<file path="config.mk">
export PLATFORM = sky130hd
export DESIGN_NAME = fetch_ctrl_flat
export DESIGN_NICKNAME = d
export VERILOG_FILES = /design/src/rtl/fetch_ctrl_if.sv /design/src/rtl/fetch_ctrl.sv /design/src/flat_wrapper.sv
export SDC_FILE = /design/constraint.sdc
export NUM_CORES = 1
export LEC_CHECK = 0
export CAP_MARGIN = 15
export CELL_PAD_IN_SITES_DETAIL_PLACEMENT = 1
export CELL_PAD_IN_SITES_GLOBAL_PLACEMENT = 2
export CORE_ASPECT_RATIO = 0.75
export CORE_UTILIZATION = 31
export DETAILED_ROUTE_END_ITERATION = 8
export PLACE_DENSITY = 0.8
export REMOVE_ABC_BUFFERS = 1
export SETUP_SLACK_MARGIN = 0.2
export SYNTH_ARGS = -nofsm -noshare
export SYNTH_HDL_FRONTEND = slang
export SYNTH_SLANG_ARGS = --single-unit
</file>
<file path="constraint.sdc">
create_clock -name clk -period 4.4 [get_ports clk]
set_clock_uncertainty 0.1 [all_clocks]
set_input_delay 0.66 -clock clk [delete_from_list [all_inputs] [get_ports clk]]
set_output_delay 0.66 -clock clk [all_outputs]
set_load 0.005 [all_outputs]
</file>
<file path="src/rtl/fetch_ctrl_if.sv">
// Instruction-memory port of the fetch stage: request/grant plus read-data return.
// The master side is the fetch controller; the slave side is the instruction memory.
interface fetch_ctrl_if #(
    parameter int ADDR_W  = 64,
    parameter int INSTR_W = 32
);
    logic               imem_req;
    logic [ADDR_W-1:0]  imem_addr_F;
    logic               imem_gnt;
    logic               imem_rvalid;
    logic [INSTR_W-1:0] imem_rdata;

    modport master (
        output imem_req,
        output imem_addr_F,
        input  imem_gnt,
        input  imem_rvalid,
        input  imem_rdata
    );

    modport slave (
        input  imem_req,
        input  imem_addr_F,
        output imem_gnt,
        output imem_rvalid,
        output imem_rdata
    );
endinterface

</file>
<file path="src/rtl/fetch_ctrl.sv">
// Fetch-stage sequencer: owns the PC, issues one instruction-memory request at a time
// and hands fetched words to decode through a one-entry skid buffer.
module fetch_ctrl #(
    parameter int                ADDR_W   = 64,
    parameter int                INSTR_W  = 32,
    parameter logic [ADDR_W-1:0] RESET_PC = '0
) (
    input  logic               clk,
    input  logic               reset,
    input  logic               PCSrc_F,
    input  logic [ADDR_W-1:0]  PCBranch_F,
    input  logic               stall_D,
    fetch_ctrl_if.master       imem,
    output logic               instr_valid_D,
    output logic [INSTR_W-1:0] instr_D,
    output logic [ADDR_W-1:0]  pc_D,
    output logic [1:0]         state_dbg_o
);
    // Handshakes: a request is accepted on a posedge where imem_req && imem_gnt; its data
    // returns on a later posedge with imem_rvalid (only honoured in S_WAIT). Decode takes
    // instr_D on a posedge where instr_valid_D && !stall_D.
    typedef enum logic [1:0] {
        S_IDLE = 2'd0,
        S_REQ  = 2'd1,
        S_WAIT = 2'd2,
        S_HOLD = 2'd3
    } state_e;

    state_e             state_q, state_d;
    logic [ADDR_W-1:0]  pc_q, pc_d;
    logic               kill_q, kill_d;
    logic               skid_valid_q, skid_valid_d;
    logic [INSTR_W-1:0] skid_instr_q, skid_instr_d;
    logic [ADDR_W-1:0]  skid_pc_q, skid_pc_d;
    logic               valid_q, valid_d;
    logic [INSTR_W-1:0] instr_q, instr_d;
    logic [ADDR_W-1:0]  pc_out_q, pc_out_d;

    logic [ADDR_W-1:0]  pc_inc;
    logic [ADDR_W-1:0]  branch_pc;
    logic [ADDR_W-1:0]  reset_pc;

    assign pc_inc    = pc_q + ADDR_W'(4);
    assign branch_pc = PCBranch_F & ~ADDR_W'(3);
    assign reset_pc  = RESET_PC & ~ADDR_W'(3);

    assign imem.imem_req    = (state_q == S_REQ);
    assign imem.imem_addr_F = pc_q;
    assign instr_valid_D    = valid_q;
    assign instr_D          = instr_q;
    assign pc_D             = pc_out_q;
    assign state_dbg_o      = state_q;

    always_comb begin
        state_d      = state_q;
        pc_d         = pc_q;
        kill_d       = kill_q;
        skid_valid_d = skid_valid_q;
        skid_instr_d = skid_instr_q;
        skid_pc_d    = skid_pc_q;
        valid_d      = valid_q;
        instr_d      = instr_q;
        pc_out_d     = pc_out_q;

        // Decode drains the output register; a load below re-fills it in the same cycle.
        if (valid_q && !stall_D) begin
            valid_d = 1'b0;
        end

        unique case (state_q)
            S_IDLE: state_d = S_REQ;
            S_REQ: begin
                if (imem.imem_gnt) begin
                    state_d = S_WAIT;
                end
            end
            S_WAIT: begin
                if (imem.imem_rvalid) begin
                    if (kill_q) begin
                        kill_d  = 1'b0;
                        state_d = S_REQ;
                    end else if (!valid_q || !stall_D) begin
                        instr_d  = imem.imem_rdata;
                        pc_out_d = pc_q;
                        valid_d  = 1'b1;
                        pc_d     = pc_inc;
                        state_d  = S_REQ;
                    end else begin
                        skid_valid_d = 1'b1;
                        skid_instr_d = imem.imem_rdata;
                        skid_pc_d    = pc_q;
                        pc_d         = pc_inc;
                        state_d      = S_HOLD;
                    end
                end
            end
            S_HOLD: begin
                if (!stall_D && skid_valid_q) begin
                    instr_d      = skid_instr_q;
                    pc_out_d     = skid_pc_q;
                    valid_d      = 1'b1;
                    skid_valid_d = 1'b0;
                    state_d      = S_REQ;
                end
            end
            default: state_d = S_IDLE;
        endcase

        // A redirect overrides everything above; an accepted or in-flight request is killed.
        if (PCSrc_F) begin
            pc_d         = branch_pc;
            valid_d      = 1'b0;
            instr_d      = instr_q;
            pc_out_d     = pc_out_q;
            skid_valid_d = 1'b0;
            skid_instr_d = skid_instr_q;
            skid_pc_d    = skid_pc_q;
            kill_d       = kill_q;
            unique case (state_q)
                S_REQ: begin
                    if (imem.imem_gnt) begin
                        kill_d  = 1'b1;
                        state_d = S_WAIT;
                    end else begin
                        state_d = S_REQ;
                    end
                end
                S_WAIT: begin
                    if (imem.imem_rvalid) begin
                        kill_d  = 1'b0;
                        state_d = S_REQ;
                    end else begin
                        kill_d  = 1'b1;
                        state_d = S_WAIT;
                    end
                end
                default: state_d = S_REQ;
            endcase
        end
    end

    always_ff @(posedge clk) begin
        if (!reset) begin
            state_q      <= S_IDLE;
            pc_q         <= reset_pc;
            kill_q       <= 1'b0;
            skid_valid_q <= 1'b0;
            skid_instr_q <= '0;
            skid_pc_q    <= '0;
            valid_q      <= 1'b0;
            instr_q      <= '0;
            pc_out_q     <= '0;
        end else begin
            state_q      <= state_d;
            pc_q         <= pc_d;
            kill_q       <= kill_d;
            skid_valid_q <= skid_valid_d;
            skid_instr_q <= skid_instr_d;
            skid_pc_q    <= skid_pc_d;
            valid_q      <= valid_d;
            instr_q      <= instr_d;
            pc_out_q     <= pc_out_d;
        end
    end
endmodule

</file>
<file path="src/flat_wrapper.sv">
// flat-port wrapper written by rule: the top's interface ports become plain ports
module fetch_ctrl_flat 
#(
    parameter int                ADDR_W   = 64,
    parameter int                INSTR_W  = 32,
    parameter logic [ADDR_W-1:0] RESET_PC = '0
)
  (clk, reset, PCSrc_F, PCBranch_F, stall_D, instr_valid_D, instr_D, pc_D, state_dbg_o, imem_imem_req, imem_imem_addr_F, imem_imem_gnt, imem_imem_rvalid, imem_imem_rdata);
  fetch_ctrl_if #(.ADDR_W(ADDR_W), .INSTR_W(INSTR_W)) imem_i ();
  input  logic clk;
  input  logic reset;
  input  logic PCSrc_F;
  input  logic [ADDR_W-1:0] PCBranch_F;
  input  logic stall_D;
  output logic instr_valid_D;
  output logic [INSTR_W-1:0] instr_D;
  output logic [ADDR_W-1:0] pc_D;
  output logic [1:0] state_dbg_o;
  output wire logic [$bits(imem_i.imem_req)-1:0] imem_imem_req;
  output wire logic [$bits(imem_i.imem_addr_F)-1:0] imem_imem_addr_F;
  input wire logic [$bits(imem_i.imem_gnt)-1:0] imem_imem_gnt;
  input wire logic [$bits(imem_i.imem_rvalid)-1:0] imem_imem_rvalid;
  input wire logic [$bits(imem_i.imem_rdata)-1:0] imem_imem_rdata;
  assign imem_imem_req = imem_i.imem_req;
  assign imem_imem_addr_F = imem_i.imem_addr_F;
  assign imem_i.imem_gnt = imem_imem_gnt;
  assign imem_i.imem_rvalid = imem_imem_rvalid;
  assign imem_i.imem_rdata = imem_imem_rdata;
  fetch_ctrl #(.ADDR_W(ADDR_W), .INSTR_W(INSTR_W), .RESET_PC(RESET_PC)) u_core (.clk(clk), .reset(reset), .PCSrc_F(PCSrc_F), .PCBranch_F(PCBranch_F), .stall_D(stall_D), .imem(imem_i), .instr_valid_D(instr_valid_D), .instr_D(instr_D), .pc_D(pc_D), .state_dbg_o(state_dbg_o));
endmodule
</file>
==> results.cfg <==
[floorplan]
die_w_um = 226
core_area_sq_um = 37000
die_y_um = 170
die-area_sq_um = 38400
start_util_pct = 31.5
row_count = 61
ioPinCount = 266

[route]
viasPerCell = 5.01
drt_iter0_drc = 444
first_pass_iters = 4
dr_wl_met3_um = 2410
wirelength_um = 38600
wl_met1_um = 18200
wl_met2_um = 17400
drc = 0
vias = 10300
dr.max_layer_used = met5
post_drt_wl_per_cell_um = 18.8
ant_nets = 0

[sta]
timing.fmax_mhz = 338
worst_pin_slew_ns = 1.03
setup_violations = 0
finalHoldViolCount = 0
maxSlewHeadroom_pct = 30.4
maxSlewViolCount = 0
post-route-min-period_ns = 2.96
post-route-period-util_pct = 67.2
rsz0062_at_grt = false

[power]
switching_share_pct = 24.3
p_int_mw = 4.11
p_per_area_nw_per_um2 = 349
static-leakage-power_nw = 6.16
combPwrFrac_pct = 10.7
p_switching_mw = 1.32
power_mw = 5.42
ir_drop_mv = 0.218
clkPwrFrac_pct = 43.3
p_seq_share_pct = 46.0

[worst_hold_path]
hold_depth = 2
worstHoldPathType = reg -> reg

[logic_synthesis]
synth_ff_type = dfxtp_1
synth_largest_area_cell = dfxtp_1
yosysTopAreaCellShare_pct = 43.8
synth-seq-cells = 255
synth-edff-count = 0
synth-async-reset-ratio_pct = 0
synthCells = 1338
ys_types = 47
avgSynthCellArea_sq_um = 8.71
yosys_warnings = 0
ys_seq_area_share_pct = 43.8
synth_area_leaders = dfxtp_1, nand2_1, o211a_1, mux2i_1, a21boi_0
syn_area_sq_um = 11700

[global_routing]
grt_pass1_wl_um = 60100
grt_pass1_vias = 10500
grt.total_usage_pct = 19.9
grt_overflow = 0
antenna_found_initial = 4
grt_max_degree = 109

[place]
postPlaceCellArea_sq_um = 14600
dp_hpwl_um = 25600
gp_congestion = 0.764
io_buffers = 259
placed_cells = 2008

[worst_setup_path]
cp.depth = 7
crit_path_top_delay_cell = or4_4
worstPathArrival_ns = 3.24
crit_required_ns = 4.69
path_buf_inv = 0
cp_top_family = simple AND/OR/NAND/NOR gates
critPathLaunchType = flop
path_class = reg -> reg
max_stage_delay_ns = 0.75
path_max_fanout = 8
r2r.worst_path.cells = 7
critPathCaptureType = flop
path_cells = ha_1 -> and3b_1 -> nand3_1 -> or4_4 -> nor4_4 -> xnor2_1 -> a21oi_1

[finish]
instances_no_fill = 2057
fill_cells = 4265
drive_gt1_share_pct = 5.03
syn_to_final_growth_pct = 33.5
final_area_sq_um = 15600
fin_nets = 1641
seqCellArea_sq_um = 5100
multi_input_area_sq_um = 6100
final_core_util_pct = 42.0

[cts]
cts_root_buf = clkbuf_16
hold_buffers = 0
cts_setup_buffers = 0
cts_made_buffers = 28
h-tree-depth = 1
clkTransAtPathRegs_ns = 0.06
cts_tree = yes
cts.sinks = 255
insertion_delay_ns = 0.56
postCtsResizedCells = 0
clock_path_buffers = 3

[outcome]
status = completed

[run]
maxCapViolations = 0
[tightest hold or removal path: stages, from the launching register on]
cell and delay, ns:
dfxtp_1 0.31, nand2_1 0.05, a21boi_0 0.06
[cells in the final DEF (no fill, tap or decap), types with 2 or more instances in the layout]
cell type        count
nand2_1            328
clkdlybuf4s50_1    257
dfxtp_1            255
o211a_1            104
a21boi_0            97
mux2i_1             88
o21ai_0             57
a21oi_1             38
xnor2_1             35
nand3_1             33
clkbuf_16           29
xor2_1              24
nor2_1              22
nand4_1             21
and3_1              13
and2_1              13
buf_4               13
inv_1               12
nor4_1              12
nor3_1              10
clkbuf_8             9
nand2b_1             7
o211ai_1             7
clkbuf_1             7
or3_1                6
or2_2                4
a31oi_1              4
ha_1                 4
conb_1               4
buf_12               4
nor3_2               3
or4_1                3
diode_2              2
and4_1               2
nor4_4               2
o31ai_1              2
nor3b_1              2
o21ba_2              2
clkinv_2             2
[per-stage QoR]
step	worst slack [ns]	hold WS (ns)	setup TNS, ns
after detailed placement	1.00	0.358	0
after global placement	0.987	0.349	0
after floorplan	-3.67	0.343	-478.90
after global routing	1.20	0.382	0
after CTS	1.37	0.365	0
final	1.44	0.361	0
[final timing paths]
kind	startpoint	endpoint	slack [ns]
worst min-delay path	u_core.skid_pc_q[42]	u_core.skid_pc_q[42]	0.36
worst min register to register	u_core.skid_pc_q[42]	u_core.skid_pc_q[42]	0.36
worst max-delay path	u_core.state_dbg_o[1]	u_core.imem.imem_addr_F[62]	1.44
worst max register to register	u_core.state_dbg_o[1]	u_core.imem.imem_addr_F[62]	1.44
[synth_stat cells (3+ instances only)]
library cell    n
nand2_1       328
dfxtp_1       255
o211a_1       104
a21boi_0       97
clkbuf_1       97
mux2i_1        88
o21ai_0        57
a21oi_1        38
xnor2_1        35
nand3_1        33
xor2_1         24
nor2_1         22
nand4_1        21
and3_1         14
and2_1         13
nor4_1         13
inv_1          12
nor3_1         11
buf_1           7
nand2b_1        7
o211ai_1        7
or3_1           7
ha_1            5
a31oi_1         4
buf_4           4
or2_2           4
or4_1           3
[area by class of cell]
cell class	count	share of cell area (%)
multi-input combinational	960	39.2
clock inverter	3	0.257
timing repair buffer	276	17.8
inverter	13	0.314
sequential	255	32.8
clock buffer	44	5.54
antenna	2	0.0322
tap	504	4.05
[kinds of logic after synthesis]
kind of cell	count (synthesis)	synth area share, %
AND/OR/NAND/NOR	491	19.0
AO/OA/AOI/OAI	313	20.4
flip-flops	255	43.8
buffers and inverters	126	4.29
multiplexers	88	7.56
XOR/XNOR	59	4.43
adder cells (fa/ha/maj)	5	0.537
other	1	0.0322
[flip-flops by register name, summed over array words and instances (netlist names)]
| signal | flops |
|---|---|
| u_core.instr_valid_D | 1 |
| u_core.kill_q | 1 |
| u_core.imem.imem_addr_F | 62 |
| u_core.pc_D | 62 |
| u_core.skid_pc_q | 62 |
| u_core.skid_instr_q | 32 |
| u_core.instr_D | 32 |
| u_core.state_dbg_o | 2 |
| u_core.skid_valid_q | 1 |
[power by group through the flow]
| stage | sequential (mW) | clock [mW] | combinational, mW |
|---|---|---|---|
| floorplan | 2.52 | 0 | 0.236 |
| global placement | 2.54 | 0 | 0.576 |
| detailed placement | 2.55 | 0 | 0.583 |
| CTS | 2.50 | 2.44 | 0.587 |
| global route | 2.51 | 2.51 | 0.634 |
| finish | 2.49 | 2.35 | 0.578 |
[metal layers]
layer / GRT usage, % / vias up
met5: 0 / -
met4: 3.49 / 6
met3: 4.58 / 46
met2: 32.3 / 193
met1: 26.9 / 5034
li1: - / 5025
Power figures use the tool's default switching activity.
